--- config.mk ---
export PLATFORM = sky130hd
export DESIGN_NAME = seq_multiplier
export DESIGN_NICKNAME = d
export VERILOG_FILES = /design/src/rtl/seq_multiplier_pkg.sv /design/src/rtl/seq_multiplier.sv
export SDC_FILE = /design/constraint.sdc
export NUM_CORES = 1
export LEC_CHECK = 0
export BUFFER_PORTS_ARGS = -buffer_cell sky130_fd_sc_hd__buf_2
export CAP_MARGIN = 20
export CORE_MARGIN = 2
export CORE_UTILIZATION = 40
export CTS_CLUSTER_DIAMETER = 120
export DETAILED_ROUTE_END_ITERATION = 6
export GPL_TIMING_DRIVEN = 0
export HOLD_SLACK_MARGIN = 0.08
export SYNTH_ARGS = -nofsm -noshare
export SYNTH_HDL_FRONTEND = slang
export SYNTH_SLANG_ARGS = --single-unit
--- constraint.sdc ---
create_clock -name clk -period 4.6 [get_ports clk]
set_clock_uncertainty 0.05 [all_clocks]
set_input_delay 0.46 -clock clk [delete_from_list [all_inputs] [get_ports clk]]
set_output_delay 0.46 -clock clk [all_outputs]
set_load 0.005 [all_outputs]
--- src/rtl/seq_multiplier_pkg.sv ---
// Shared definitions for the sequential shift-add multiplier: default width,
// FSM state encoding and the ALU opcodes that read back the product halves.
package seq_multiplier_pkg;

    localparam int DEFAULT_WIDTH = 16;

    typedef enum logic [1:0] {
        ST_IDLE = 2'd0,
        ST_CALC = 2'd1,
        ST_SIGN = 2'd2
    } state_t;

    localparam logic [3:0] CODOP_MULH = 4'd13;
    localparam logic [3:0] CODOP_MULL = 4'd14;

endpackage

--- src/rtl/seq_multiplier.sv ---
// Radix-2 sequential multiplier: signed operands are reduced to magnitudes on
// entry, WIDTH shift-add iterations run one per clock, and the sign is re-applied.
module seq_multiplier
    import seq_multiplier_pkg::*;
#(
    parameter int WIDTH = DEFAULT_WIDTH
) (
    input  logic             clk,
    input  logic             reset,
    input  logic             start,
    input  logic             signed_op,
    input  logic [WIDTH-1:0] op_a,
    input  logic [WIDTH-1:0] op_b,
    output logic             busy,
    output logic             done,
    output logic [WIDTH-1:0] mulH,
    output logic [WIDTH-1:0] mulL
);

    localparam int CW = $clog2(WIDTH) + 1;

    state_t             state_reg;
    logic [CW-1:0]      cnt_reg;
    logic [WIDTH-1:0]   mcand_reg;
    logic [WIDTH-1:0]   hi_reg;
    logic [WIDTH-1:0]   lo_reg;
    logic               neg_reg;
    logic               busy_reg;
    logic               done_reg;
    logic [WIDTH-1:0]   mulh_reg;
    logic [WIDTH-1:0]   mull_reg;

    logic [WIDTH-1:0]   mag_a_next;
    logic [WIDTH-1:0]   mag_b_next;
    logic [WIDTH:0]     sum_next;
    logic [2*WIDTH-1:0] prod_next;
    logic [2*WIDTH-1:0] result_next;

    always_comb begin
        mag_a_next  = (signed_op && op_a[WIDTH-1]) ? (~op_a + WIDTH'(1)) : op_a;
        mag_b_next  = (signed_op && op_b[WIDTH-1]) ? (~op_b + WIDTH'(1)) : op_b;
        // Extra adder bit keeps the carry, which is shifted into the high half.
        sum_next    = {1'b0, hi_reg} + (lo_reg[0] ? {1'b0, mcand_reg} : {(WIDTH+1){1'b0}});
        prod_next   = {hi_reg, lo_reg};
        result_next = neg_reg ? (~prod_next + (2*WIDTH)'(1)) : prod_next;
    end

    always_ff @(posedge clk) begin
        if (reset) begin
            state_reg <= ST_IDLE;
            cnt_reg   <= '0;
            mcand_reg <= '0;
            hi_reg    <= '0;
            lo_reg    <= '0;
            neg_reg   <= 1'b0;
            busy_reg  <= 1'b0;
            done_reg  <= 1'b0;
            mulh_reg  <= '0;
            mull_reg  <= '0;
        end else begin
            done_reg <= 1'b0;
            case (state_reg)
                ST_IDLE: begin
                    if (start) begin
                        mcand_reg <= mag_a_next;
                        lo_reg    <= mag_b_next;
                        hi_reg    <= '0;
                        neg_reg   <= signed_op & (op_a[WIDTH-1] ^ op_b[WIDTH-1]);
                        cnt_reg   <= '0;
                        busy_reg  <= 1'b1;
                        state_reg <= ST_CALC;
                    end
                end
                ST_CALC: begin
                    hi_reg <= sum_next[WIDTH:1];
                    lo_reg <= {sum_next[0], lo_reg[WIDTH-1:1]};
                    if (cnt_reg == CW'(WIDTH - 1)) begin
                        cnt_reg   <= '0;
                        state_reg <= ST_SIGN;
                    end else begin
                        cnt_reg <= cnt_reg + CW'(1);
                    end
                end
                ST_SIGN: begin
                    mulh_reg  <= result_next[2*WIDTH-1:WIDTH];
                    mull_reg  <= result_next[WIDTH-1:0];
                    busy_reg  <= 1'b0;
                    done_reg  <= 1'b1;
                    state_reg <= ST_IDLE;
                end
                default: state_reg <= ST_IDLE;
            endcase
        end
    end

    assign busy = busy_reg;
    assign done = done_reg;
    assign mulH = mulh_reg;
    assign mulL = mull_reg;

endmodule

# Word level (Yosys, flattened, before mapping)
# Cells that the tools add are included.
totals:
  reg_bits: 90
  input_bits: 36
  out_inout_bits: 34
  wordCells: 51
classes:
  n_addsub: 5
  eq_ne: 5
  muxes: 17
  n_bitwise: 5
  reduce_logical: 9
op_table:
  columns: ["op", "n"]
  rows:
  - ["two-way mux 16 bit", 5]
  - ["case mux 16 bit (2 select lines)", 2]
  - ["adder 16 x 1 -> 16 bit (second input constant)", 2]
  - ["adder 32 x 1 -> 32 bit (second input constant)", 1]
  - ["two-way mux 32 bit", 1]
  - ["NOT 16 bit", 2]
  - ["NOT 32 bit", 1]
  - ["adder 16 x 16 -> 17 bit", 1]
  - ["two-way mux 5 bit", 2]
  - ["case mux 5 bit (2 select lines)", 1]
  - ["AND reduction 2 bit", 4]
  - ["adder 5 x 1 -> 5 bit (second input constant)", 1]
  - ["== test 5 x 4 -> 1 bit (second input constant)", 1]
  - ["two-way mux 2 bit", 2]
  - ["inequality test 2 bit (second input constant)", 2]
  - ["case mux 2 bit (2 select lines)", 1]
  - ["nonzero test 2 bit", 2]
  - ["== test 2 x 1 -> 1 bit (second input constant)", 1]
  - ["== test 2 bit (second input constant)", 1]
  - ["logical AND 1 bit", 2]
  - ["zero test 2 bit", 1]
  - ["two-way mux 1 bit", 2]
  - ["case mux 1 bit (2 select lines)", 1]
  - ["AND 1 bit", 1]
  - ["XOR 1 bit", 1]

# Depth between registers and ports, before layout
logic_depth:
  depth_word: 5
  ltp_mapped: 11
  depth_no_buf: 10

# Least setup slack after synthesis
# No wires, ideal clock.
synth_timing:
  kind: "flip-flop to flip-flop"
  start: "register lo_reg[0]"
  end: "register hi_reg[11]"
  setup_time_ps: 117
  arrival_time_ps: 2269
  t_required_ps: 4433
  setup_slack_ps: 2163
  stages_incl_launch_ff: 12
  path_buffers: 1
  synth_period_minus_slack_ps: 2437
  cell_sequence: "dfxtp_1 clkbuf_1 and2_1 ha_1 inv_1 fa_1 nor2b_1 o2111ai_1 a21boi_0 o311a_1 o21ai_0 a32o_1"
synth_between:
  elab_chain_cells: 3
synth_lines:
  columns: ["item", "line_no", "rtl"]
  rows:
  - ["from (decl)", "seq_multiplier.sv:26", "logic [WIDTH-1:0] lo_reg;"]
  - ["from (signal assigned)", "seq_multiplier.sv:66", "lo_reg <= mag_b_next;"]
  - ["from (signal assigned)", "seq_multiplier.sv:76", "lo_reg <= {sum_next[0], lo_reg[WIDTH-1:1]};"]
  - ["two-way mux 16 bit", "seq_multiplier.sv:43", "sum_next = {1'b0, hi_reg} + (lo_reg[0] ? {1'b0, mcand_reg} : {(WIDTH+1){1'b0}});"]
  - ["adder 16 x 16 -> 17 bit", "seq_multiplier.sv:43", null]
  - ["case mux 16 bit (2 select lines)", "seq_multiplier.sv:62", "case (state_reg)"]
  - ["to (signal assigned)", "seq_multiplier.sv:75", "hi_reg <= sum_next[WIDTH:1];"]
  - ["to (decl)", "seq_multiplier.sv:25", "logic [WIDTH-1:0] hi_reg;"]
# Every way passes these cells.
# A chain may end at the register's enable or synchronous reset.

# Worst setup path after layout
# Ends and elaborated chain as after synthesis.

==> results.toml <==
[run_status]
status = "finished, final reports clean"

[place]
hpwl_mm = 10.8
dp.cells = 881
pre_cts_ws_ps = 1670
io_buffers = 67
placed_area_um2 = 5810
gp_congestion = 0.864

[floorplanning]
core_um2 = 12700
row_count = 41
dieArea_um2 = 14100
die_x_um = 119
die_h_um = 119
start_util = 0.413
ioPinCount = 70

[yosys]
ys_async_sr_fraction = 0
ys.flop_type = "dfxtp_1"
yosys.cell_types.count = 64
ys_seq_area_frac = 0.343
synth_warnings = 0
syn_avg_cell_area_um2 = 8.19
synth_area_leader_cell = "dfxtp_1"
yosysTopAreaCellShare = 0.343
syn_area_um2 = 5260
ys_ff_latch = 90
syn_inst = 642
ys_top_cells_by_area = "dfxtp_1 34%, xor2_1 7.0%, nand2_1 5.2%, ha_1 4.8%, nor2_1 4.6%"
synth_fp_nets = 699
synth-edff-count = 0

[cts]
cts-hold-fix-buffers = 0
path_clk_slew_ps = 70
insertion_delay_ps = 350
cts_tree = "built"
cts_resized = 0
postCtsSetupRepairBufs = 0
cts.sinks = 90
cts_root_buf = "clkbuf_16"
cts_buffer_depth = 2
cts_buffers = 9
htree_levels = 3

[layout]
layout_commonest_cell = "dfxtp_1"
finalNetCount = 777
num_antenna_cells = 0
stdcell_count = 897
final_cell_mix = "90 x dfxtp_1, 73 x nand2_1, 67 x buf_2, 64 x nor2_1, 43 x o21ai_0"
final_cell_area_um2 = 6130
drive_above_1_share = 0.145
area_delta_synth_final_pct = 16.5

[worst_setup_path]
worstSetupPathType = "reg2reg"
crit_path_end_kind = "register"
worstPathRequired_ps = 4790
timing.rr.start = "lo_reg[0]"
crit_path_start_kind = "register"
arrival_ps = 3140
crit_path_max_fanout = 10
critPathLaunch = "lo_reg[0]"

[grt]
grt_max_degree = 15
grtUsageTotal = 0.200
grt_pass1_vias = 4601
grt_pass1_wl_mm = 22.8
overflow = 0
grt_antenna_before_repair = 0

[timing]
period_share = 0.641
worst_pin_slew_ps = 733
setup_tns_ps = 0
max_freq_mhz = 339
hold_viol = 0
worst_slack_ps = 1650
slew_headroom = 0.507
setup_violations = 0
finalMaxSlewViolations = 0
rsz0062_at_grt = "false"
min_period_ps = 2950

[job]
maxCapViolCount = 0

[pwr]
p_seq_frac = 0.437
p_comb_frac = 0.159
p_switching_mw = 0.533
ir_drop_v = 0.000166
power_frac_clock = 0.405
netSwitchingFraction = 0.277
p_per_area_nw_per_um2 = 314
power_leakage_nw = 2.53
p_int_mw = 1.39

[routing]
vias_per_cell = 5.48
wl_per_cell_um = 15.6
drt_wl_total_mm = 14.0
drtIter0Drc = 380
drtPass1Iterations = 7
dr_total_vias = 4920
drc_errors = 0
ant_nets = 0

[min_path]
holdCritStartpoint = "op_a[0]"
worstHoldPathType = "in2reg"
power by group through the flow:
stage / clock network (mW) / logic [mW] / registers (mW)
2_1_floorplan: 0 / 0.218 / 0.845
3_3_place_gp: 0 / 0.294 / 0.855
3_5_place_dp: 0 / 0.302 / 0.857
4_1_cts: 0.794 / 0.304 / 0.839
5_1_grt: 0.826 / 0.338 / 0.843
6_report: 0.779 / 0.306 / 0.840
cells in the mapped netlist, types with 4 or more instances:
cell type,count
nand2_1,73
a211oi_1,12
nor2_1,64
nand4_1,6
o21a_1,4
and2_1,15
or2_2,4
nand2b_1,4
a31oi_1,5
nor4_1,6
xor2_1,42
o31ai_1,11
o21ai_1,7
a222oi_1,14
o21ai_0,43
nand3_1,19
or3_1,8
o41ai_1,4
a21o_1,7
nor3_1,9
xnor2_1,24
ha_1,20
dfxtp_1,90
nor2b_1,5
and3_1,6
or4_1,6
clkbuf_1,26
a21oi_1,40
a22oi_1,5
inv_1,15
layout make-up:
type                       count  area [um^2]
clock inverter                 3         46.3
tap                          172          215
buffer                        33          156
fill                        1301         6600
inverter                      15         56.3
clock buffer                  13          270
sequential                    90         1800
multi-input combinational    504         3250
timing repair buffer          67          335
kinds of logic (layout without fill, tap and decap cells):
group | count (synthesis) | after routing | synth area share
and+or+nand+nor | 240 | 240 | 0.228
AOI/OAI and AO/OA | 174 | 174 | 0.222
DFF | 90 | 90 | 0.343
xor gates and xnor gates | 66 | 66 | 0.110
buffers and inverters | 48 | 131 | 0.0404
adders and majority gates | 21 | 21 | 0.0514
muxes | 3 | 3 | 0.00571
per-layer routing:
layer,wire [um],track usage,up-vias,part of all wire
met5,0,0,-,0
met4,219,0.0766,0,0.016
met3,657,0.0222,15,0.047
met2,6230,0.321,144,0.45
met1,6840,0.275,2275,0.49
li1,-,-,2486,-
worst max-delay path, stage by stage, from the launching register on:
cell	delay, ps
dfxtp_1	500
clkbuf_1	340
and2_1	180
ha_1	160
inv_1	60
fa_1	400
nor2b_1	190
o2111ai_1	150
a21boi_0	250
o311a_1	220
o21ai_0	80
a32o_1	270
worst paths after layout:
| kind | end | slack [ps] | cells after the start |
|---|---|---|---|
| max | hi_reg[11] | 1650 | 11 |
| min | mcand_reg[0] | 330 | 3 |
| max reg2reg | hi_reg[11] | 1650 | 11 |
| min reg2reg | cnt_reg[4] | 390 | 2 |
metrics by stage:
stage	hold slack [ps]	power, mW	util
2_1_floorplan	360	1.06	-
3_3_place_gp	379	1.15	0.457
3_5_place_dp	375	1.16	0.457
4_1_cts	331	1.94	0.482
5_1_grt	361	2.01	0.482
6_report	328	1.92	0.482
No activity file was read; power rests on OpenSTA's default activity.
